===== src/rtl/timer_unit.sv =====
// Prescaled 16-bit timer behind the TCON/TMR register pair.
// Supports one-shot and auto-reload modes, edge-triggered clear, a terminal-count irq pulse and a done level.
module timer_unit (
  input  logic        clk,
  input  logic        rst,
  input  logic [31:0] tmr_ctrl,
  output logic [15:0] tmr_cntr,
  output logic        tmr_irq,
  output logic        tmr_done
);

  typedef enum logic [1:0] {
    ST_IDLE = 2'd0,
    ST_RUN  = 2'd1,
    ST_DONE = 2'd2
  } state_t;

  state_t      state_reg, state_next;
  logic [15:0] cntr_reg, cntr_next;
  logic [15:0] psc_reg, psc_next;
  logic        irq_reg, irq_next;
  logic        done_reg;
  logic        clr_q_reg;

  logic        en, mode, irq_en, clr;
  logic [3:0]  psc_exp;
  logic [15:0] period;
  logic [15:0] psc_mask;
  logic        clr_edge, tick, at_period;
  logic        unused_rsvd;

  assign en          = tmr_ctrl[0];
  assign mode        = tmr_ctrl[1];
  assign irq_en      = tmr_ctrl[2];
  assign clr         = tmr_ctrl[3];
  assign psc_exp     = tmr_ctrl[7:4];
  assign period      = tmr_ctrl[31:16];
  assign unused_rsvd = ^tmr_ctrl[15:8];

  // mask = 2^p - 1: bit gi is set whenever gi lies below the exponent
  genvar gi;
  generate
    for (gi = 0; gi < 16; gi++) begin : g_mask
      assign psc_mask[gi] = (psc_exp > 4'(gi));
    end
  endgenerate

  assign clr_edge  = clr && !clr_q_reg;
  assign tick      = (state_reg == ST_RUN) && ((psc_reg & psc_mask) == psc_mask);
  assign at_period = (cntr_reg == period);

  always_comb begin
    state_next = state_reg;
    cntr_next  = cntr_reg;
    psc_next   = 16'd0;
    irq_next   = 1'b0;

    if (clr_edge) begin
      cntr_next  = 16'd0;
      state_next = en ? ST_RUN : ST_IDLE;
    end else begin
      case (state_reg)
        ST_IDLE: begin
          if (en) state_next = ST_RUN;
        end
        ST_RUN: begin
          if (!en) begin
            state_next = ST_IDLE;
          end else begin
            psc_next = psc_reg + 16'd1;
            if (tick) begin
              if (!at_period) begin
                cntr_next = cntr_reg + 16'd1;
              end else begin
                irq_next = irq_en;
                if (mode) cntr_next  = 16'd0;
                else      state_next = ST_DONE;
              end
            end
          end
        end
        ST_DONE: begin
          // dropping EN re-arms the one-shot from zero
          if (!en) begin
            state_next = ST_IDLE;
            cntr_next  = 16'd0;
          end
        end
        default: begin
          state_next = ST_IDLE;
          cntr_next  = 16'd0;
        end
      endcase
    end
  end

  always_ff @(posedge clk or posedge rst) begin
    if (rst) begin
      state_reg <= ST_IDLE;
      cntr_reg  <= 16'd0;
      psc_reg   <= 16'd0;
      irq_reg   <= 1'b0;
      done_reg  <= 1'b0;
      clr_q_reg <= 1'b0;
    end else begin
      state_reg <= state_next;
      cntr_reg  <= cntr_next;
      psc_reg   <= psc_next;
      irq_reg   <= irq_next;
      done_reg  <= (state_next == ST_DONE);
      clr_q_reg <= clr;
    end
  end

  assign tmr_cntr = cntr_reg;
  assign tmr_irq  = irq_reg;
  assign tmr_done = done_reg;

endmodule


===== config.mk =====
export PLATFORM = sky130hd
export DESIGN_NAME = timer_unit
export DESIGN_NICKNAME = d
export VERILOG_FILES = /design/src/rtl/timer_unit.sv
export SDC_FILE = /design/constraint.sdc
export NUM_CORES = 1
export LEC_CHECK = 0
export BUFFER_PORTS_ARGS = -buffer_cell sky130_fd_sc_hd__buf_2
export CAP_MARGIN = 40
export CORE_AREA = 2 2 67 69
export DETAILED_ROUTE_END_ITERATION = 8
export DIE_AREA = 0 0 69 71
export HOLD_SLACK_MARGIN = 0.12
export PLACE_DENSITY = 0.87
export SLEW_MARGIN = 20
export SYNTH_ARGS = -nofsm -noshare
export SYNTH_HDL_FRONTEND = slang
export SYNTH_SLANG_ARGS = --single-unit
export TNS_END_PERCENT = 50

===== constraint.sdc =====
create_clock -name clk -period 2.41 [get_ports clk]
set_input_delay 0 -clock clk [delete_from_list [all_inputs] [get_ports clk]]
set_output_delay 0 -clock clk [all_outputs]
set_load 0.01 [all_outputs]

After elaboration in Yosys (flattened, before gate mapping)
Index checks and enable logic that the tools add are counted.
{"block": "totals", "register_bits": 37, "latchBits": 0, "mem_bits_rw": 0, "romBits": 0, "inputBits": 34, "output_inout_bits": 18, "word_cells": 64, "n_memories": 0}
{"block": "op_classes", "n_addsub": 2, "n_mul": 0, "n_div": 0, "magnitude_cmp": 16, "eq_ne": 10, "shift": 0, "mux": 24, "bitwise_logic": 1, "n_reduce_logical": 5}
{"op": "$mux 16", "count": 9}
{"op": "$pmux 16 s3", "count": 1}
{"op": "$add 16x1->16 const B", "count": 2}
{"op": "$eq 16x16->1", "count": 2}
{"op": "$gt 4x4->1 const B", "count": 8}
{"op": "$and 16x16->16", "count": 1}
{"op": "$gt 4x3->1 const B", "count": 4}
{"op": "$mux 2", "count": 7}
{"op": "$ne 3x3->1 const B", "count": 3}
{"op": "$gt 4x1->1 const B", "count": 2}
{"op": "$gt 4x2->1 const B", "count": 2}
{"op": "$mux 1", "count": 6}
{"op": "$pmux 2 s3", "count": 1}
{"op": "$reduce_and 5->1", "count": 1}
{"op": "$eq 2x2->1 const B", "count": 2}
{"op": "$ne 4x4->1 const B", "count": 1}
{"op": "$eq 2x1->1 const B", "count": 1}
{"op": "$logic_and 1x1->1", "count": 2}
{"op": "$logic_not 2->1", "count": 1}
{"op": "$ne 2x2->1 const B", "count": 1}
{"op": "$logic_not 1->1", "count": 1}

Logic depth before layout (Yosys ltp)
Gate-level depths: netlist (run 1).
{"block": "logic_depth", "depth_word": 9, "mapped_depth": 8, "ltp_nobuf": 8}

Worst setup path after synthesis (run 1)
OpenSTA, ideal clock, no wires.
{"block": "synth_timing", "kind": "register -> register", "start": "register cntr_reg[0], in the netlist tmr_cntr[0]", "end": "register cntr_reg[7], in the netlist tmr_cntr[7]", "setup_ps": 103, "arrival_time_ps": 2107, "t_required_ps": 2307, "path_slack_ps": 200, "path_stages_with_launch": 9, "n_path_buf": 1, "synth_period_minus_slack_ps": 2210, "path_cell_list": "dfrtp_1 -> xnor2_1 -> nand4_1 -> nor4_2 -> a21oi_1 -> a311oi_2 -> buf_2 -> o21ai_0 -> o41ai_2"}
{"block": "synth_between", "elab_chain_cells": 6, "elab_cells_between_ends": 9, "classes_between": "add/sub (1); eq/ne (2); mux (5); reduce/logical (1)"}
{"item": "start, declared", "line": "19", "rtl": "logic [15:0] cntr_reg, cntr_next;"}
{"item": "start signal, assigned", "line": "107", "rtl": "cntr_reg <= cntr_next;"}
{"item": "$add 16x1->16 or $eq 16x16->1 (tied branches)", "line": "73, 50"}
{"item": "$mux 16", "line": "72", "rtl": "if (!at_period) begin"}
{"item": "$mux 16", "line": "71", "rtl": "if (tick) begin"}
{"item": "$mux 16", "line": "67", "rtl": "if (!en) begin"}
{"item": "$pmux 16 s3", "line": "62", "rtl": "case (state_reg)"}
{"item": "$mux 16", "line": "58", "rtl": "if (clr_edge) begin"}
Parallel ways exist; a longest one is shown, timed or not. The select of a mux whose other input is x is not followed.
A chain may end at the register's enable or synchronous reset.

Final worst setup path (run 1)
Ends and elaborated chain as after synthesis.

==> results.json, run 1 <==
{
  "vias": 1938,
  "grt-ovfl-total": 0,
  "area_growth_pct": 21.29,
  "p_per_area_mw_per_mm2": 442.9,
  "portBuffers": 43,
  "slew_headroom_pct": 67.01,
  "syn_nets": 270,
  "hold_end": "state_reg[1]",
  "criticalPathCategory": "reg2reg",
  "ys_ff_latch": 36,
  "mostFrequentLayoutCell": "buf_2",
  "seqCellArea_um2": 900.9,
  "drive_above_1_share_pct": 22.60,
  "fin_tns_setup_ps": 0,
  "n_fill_cell": 371,
  "min_from": "tmr_ctrl[1]",
  "synth_edf_count": 0,
  "synth_area_mm2": 0.002110,
  "clk_path_buf_depth": 2,
  "crit_path_frequent_cell": "buf_4",
  "clock_skew_ps": 10.04,
  "synthCells": 234,
  "timing.rr.end": "tmr_cntr[7]",
  "finalHoldViolCount": 0,
  "r2r_cells": 9,
  "period_minus_slack_ps": 2296,
  "largest_register_ffs": 16,
  "hold_class": "in2reg",
  "final_nets": 328,
  "grt_pass1_vias": 1907,
  "whs_path_depth": 5,
  "max_slew.worst_pin.slew_ps": 490.3,
  "routedWlPerCell_um": 14.29,
  "crit_required_ps": 2580,
  "drc": 0,
  "grt_pass1_wl_um": 8321,
  "drt_iter0_drc": 188,
  "gp_congestion": 0.8910,
  "wirelength_um": 4916,
  "crit_slowest_cell": "dfrtp_1",
  "synth.distinct_cells": 41,
  "r2r_setup_slack_ps": 110,
  "via_per_inst": 5.634,
  "dieArea_mm2": 0.004899,
  "r2r-start": "tmr_cntr[0]",
  "insertion_delay_ps": 290,
  "ios": 52,
  "crit_path_end_kind": "flop",
  "finalCritPeriodShare_pct": 95.26,
  "post_cts_buffers": 0,
  "grt_max_degree": 37,
  "setup_violations": 0,
  "htree_levels": 2,
  "final_cell_mix": "43 x buf_2, 36 x dfrtp_1, 29 x nor2_1",
  "irDropWorstVdd_mv": 0.2589,
  "cts-root-buf": "clkbuf_8",
  "yosysSeqAreaShare_pct": 42.70,
  "max_stage_delay_ps": 460,
  "cp-start-kind": "flop",
  "fmax_ghz": 0.4356,
  "ys_warn_count": 0,
  "dp_hpwl_um": 3516,
  "p_leak_uw": 0.001173,
  "cts_buffers": 5,
  "async_flop_share_pct": 100.0,
  "rsz0062_at_grt": "no",
  "synth_area_per_cell_um2": 9.015,
  "grt_antenna_before_repair": 0,
  "die_w_um": 69,
  "ys.flop_type": "dfrtp_1",
  "grt_util_all_layers_pct": 21.19,
  "clk_pin_slew_worst_paths_ps": 70,
  "drv_cap": 0,
  "crit_chain": "xnor2_1 > nand4_1 > nor4_4 > buf_4 > nand3b_1 > buf_4 > nor2_1 > o21ai_0 > o41ai_2",
  "initial_utilization_pct": 50.18,
  "die_h_um": 71,
  "dr.pass1.iters": 4,
  "clock-sinks": 36,
  "std_cell_rows": 24,
  "multiInputGateArea_mm2": 0.001156,
  "utilization_pct": 60.86,
  "coreArea_mm2": 0.004204,
  "drtAntennaViolNets": 0,
  "status": "finished clean",
  "crit_fanout": 15,
  "arrival_ps": 2460,
  "cts_tree": "built",
  "diodes": 0,
  "slew_violations": 0
}
==> critical path: cells and delay by family, from the launching register on <==
kind	cells	cell delay [ps]
and+or+nand+nor	4	710
DFF	1	460
buffers and inverters	2	390
AOI/OAI and AO/OA	2	350
xor gates and xnor gates	1	260
==> routing by layer <==
layer / vias up / wire, um / track usage [%]
met4: 0 / 90 / 8.279
met5: - / 0 / 0
met2: 68 / 2421 / 36.97
li1: 940 / - / -
met1: 922 / 2109 / 25.09
met3: 8 / 293 / 5.556
==> Yosys cell counts (2+ instances only) <==
| library cell | instances | area share [%] |
|---|---|---|
| dfrtp_1 | 36 | 43 |
| nor2_1 | 29 | 5.2 |
| o21ai_0 | 22 | 5.2 |
| xnor2_1 | 21 | 8.7 |
| nand2_1 | 16 | 2.8 |
| nand3_1 | 14 | 3.3 |
| and3_1 | 11 | 3.3 |
| inv_1 | 9 | 1.6 |
| o31ai_1 | 8 | 2.8 |
| nand2b_1 | 7 | 2.1 |
| xor2_1 | 7 | 2.9 |
| a21oi_1 | 6 | 1.4 |
| nand4_1 | 6 | 1.8 |
| a31oi_1 | 5 | 1.5 |
| nor2b_1 | 5 | 1.5 |
| clkbuf_1 | 3 | 0.53 |
| and2_1 | 2 | 0.59 |
| ha_1 | 2 | 1.2 |
| nor3_1 | 2 | 0.47 |
| nor4_1 | 2 | 0.59 |
==> stage by stage <==
stage	hold WS, ps	setup WS (ps)	total power (uW)	instances	cell area, um^2
after floorplan	31.43	199.9	679.5	234	2110
final	172.0	114.3	1133	344	2559
after detailed placement	136.0	109.9	727.0	332	2422
after global placement	128.6	269.6	722.7	332	2422
after global routing	195.4	4.087	1180	344	2559
after CTS	161.2	98.04	1141	344	2550
==> layout make-up <==
cell class | count | share of cell area, %
Multi-Input combinational cell | 184 | 45.18
Tap cell | 52 | 2.543
Clock buffer | 6 | 2.836
Sequential cell | 36 | 35.21
Timing Repair Buffer | 56 | 12.71
Clock inverter | 1 | 0.1956
Inverter | 9 | 1.320
==> cell families after synthesis <==
logic type	count (synthesis)	share of synthesized area (%)
fa+ha+maj	2	1.186
flops	36	42.70
simple gates	101	24.85
xor+xnor	28	11.63
compound gates	53	16.73
buf+inv	14	2.906
==> power by group <==
group / switching, uW / leakage (uW) / internal [uW] / total (uW)
Combinational: 62.6 / 0.000634 / 47.2 / 110
Clock: 217 / 0.0000410 / 197 / 413
Sequential: 3.00 / 0.000498 / 607 / 610
Total: 282 / 0.00117 / 851 / 1130
==> what timing repair did <==
item | 4_1_cts | 5_1_grt
hold buffers | 5 | 0
endpoints found under the hold margin | 42 | 0
endpoints found under the setup margin | 0 | 1
resized for setup | 0 | 1
==> worst max path at each step <==
stage                 from          end  cells after the start
4_1_cts        tmr_cntr[0]  tmr_cntr[7]                      9
2_1_floorplan  tmr_cntr[0]  tmr_cntr[7]                      8
3_3_place_gp    psc_reg[9]  tmr_cntr[7]                      6
3_5_place_dp   tmr_cntr[0]  tmr_cntr[7]                      9
6_report       tmr_cntr[0]  tmr_cntr[7]                      9
5_1_grt        tmr_cntr[0]  tmr_cntr[7]                      9
(Power assumes the default switching activity.)
==> inputs of run 2 (changes only) <==
Settings changed: RECOVER_POWER from default to 100.
==> run 2 against run 1 <==
Effect of this change:
- flip-flop and latch count stayed put
- sequential power hardly changed
- clock skew rose by 0.87 ps
- total power about the same
- final area is 1.3% lower
- first-iteration DRC count down 12%
- core utilization shrank 0.80 points
- via count grew 0.41%
- clock power about the same
- worst hold slack better by 7.8 ps
- critical endpoint unchanged
==> results.json, run 2 (same netlist as run 1, synthesis figures left out) <==
{
  "status": "finished clean",
  "std_cell_rows": 24,
  "grt_pass1_vias": 1907,
  "hold_class": "in2reg",
  "clock-sinks": 36,
  "n_fill_cell": 380,
  "layout_setup_ws_ps": 122.5,
  "coreArea_mm2": 0.004204,
  "crit_fanout": 15,
  "holdWs_ps": 179.8,
  "diodes": 0,
  "crit_required_ps": 2580,
  "insertion_delay_ps": 290,
  "seqCellArea_um2": 900.9,
  "period_minus_slack_ps": 2288,
  "grt-ovfl-total": 0,
  "mostFrequentLayoutCell": "dfrtp_1",
  "die_w_um": 69,
  "rsz0062_at_grt": "no",
  "htree_levels": 2,
  "slew_violations": 0,
  "place_area_mm2": 0.002422,
  "setup_violations": 0,
  "portBuffers": 43,
  "finalCritPeriodShare_pct": 94.92,
  "drtAntennaViolNets": 0,
  "finalHoldViolCount": 0,
  "grt_pass1_wl_um": 8321,
  "grt_max_degree": 37,
  "grt_antenna_before_repair": 0,
  "via_per_inst": 5.657,
  "p_per_area_mw_per_mm2": 448.6,
  "cp-start-kind": "flop",
  "wl_met2_um": 2416,
  "dr.pass1.iters": 4,
  "wirelength_um": 4940,
  "p_leak_uw": 0.001091,
  "routedWlPerCell_um": 14.36,
  "grt_util_all_layers_pct": 21.19,
  "drt_iter0_drc": 166,
  "max_slew.worst_pin.slew_ps": 885.2,
  "cts_buffers": 5,
  "initial_utilization_pct": 50.18,
  "final_area_mm2": 0.002525,
  "die_h_um": 71,
  "drv_cap": 0,
  "gp_congestion": 0.8910,
  "final_nets": 328,
  "wl_met3_um": 287,
  "wirelength_met1_um": 2145,
  "crit_path_end_kind": "flop",
  "vias": 1946,
  "cts-root-buf": "clkbuf_8",
  "arrival_ps": 2450,
  "dp_hpwl_um": 3516,
  "slew_headroom_pct": 40.99,
  "power_uw": 1133,
  "multiInputGateArea_mm2": 0.001156,
  "cts_tree": "built",
  "largest_register_ffs": 16,
  "clk_path_buf_depth": 2,
  "ios": 52,
  "irDropWorstVdd_mv": 0.2615,
  "place_ws_ps": 109.9,
  "drc": 0,
  "clock_skew_ps": 10.91,
  "criticalPathCategory": "reg2reg",
  "clk_pin_slew_worst_paths_ps": 80,
  "fin_tns_setup_ps": 0,
  "final_cell_mix": "36 x dfrtp_1, 29 x nor2_1, 27 x buf_2",
  "drive_above_1_share_pct": 16.10,
  "top_layer": "met4",
  "area_growth_pct": 19.69,
  "fmax_ghz": 0.4371,
  "dieArea_mm2": 0.004899
}
## run 2: final timing paths
check | start | to | slack, ps | cells after the start
setup / recovery | tmr_cntr[0] | tmr_cntr[7] | 120 | 9
hold / removal | tmr_ctrl[1] | state_reg[1] | 180 | 5
setup reg to reg | tmr_cntr[0] | tmr_cntr[7] | 120 | 9
hold reg to reg | psc_reg[0] | psc_reg[0] | 530 | 1
max in group asynchronous | rst | psc_reg[8] | 1350 | 4
min in group asynchronous | rst | tmr_cntr[5] | 510 | 4
## run 2: worst max-delay path, stage by stage (launching register included)
cell and delay [ps]:
dfrtp_1 460, xnor2_1 260, nand4_1 190, nor4_4 360
buf_4 190, nand3b_1 100, buf_4 200, nor2_1 60
o21ai_0 230, o41ai_2 120
## run 2: layout make-up
class / instances / area share (%)
Clock buffer: 6 / 2.874
Inverter: 9 / 1.338
Multi-Input combinational cell: 184 / 45.79
Sequential cell: 36 / 35.68
Timing Repair Buffer: 56 / 11.55
Tap cell: 52 / 2.577
Clock inverter: 1 / 0.1982
## run 2: where the power goes
group	internal, uW	leakage, uW	total [uW]	switching [uW]
Clock	197	0.0000410	415	218
Combinational	45.6	0.000552	108	62.6
Sequential	607	0.000498	610	2.99
## run 2: through the flow
stage / cells / utilization [%]
after global placement: 332 / 57.62
after CTS: 344 / 60.65
after floorplan: 234 / -
after detailed placement: 332 / 57.62
final: 344 / 60.06
after global routing: 344 / 60.06
## run 2: repair_timing
action	4_1_cts	5_1_grt
endpoints found under the setup margin	0	1
hold buffers	5	0
endpoints found under the hold margin	42	0
resized for setup	0	1
buffers inserted	0	0
## run 2: per-layer routing
layer / up-vias / track usage [%]
met5: - / 0
met1: 932 / 25.09
met3: 8 / 5.556
li1: 943 / -
met4: 0 / 8.279
met2: 63 / 36.97
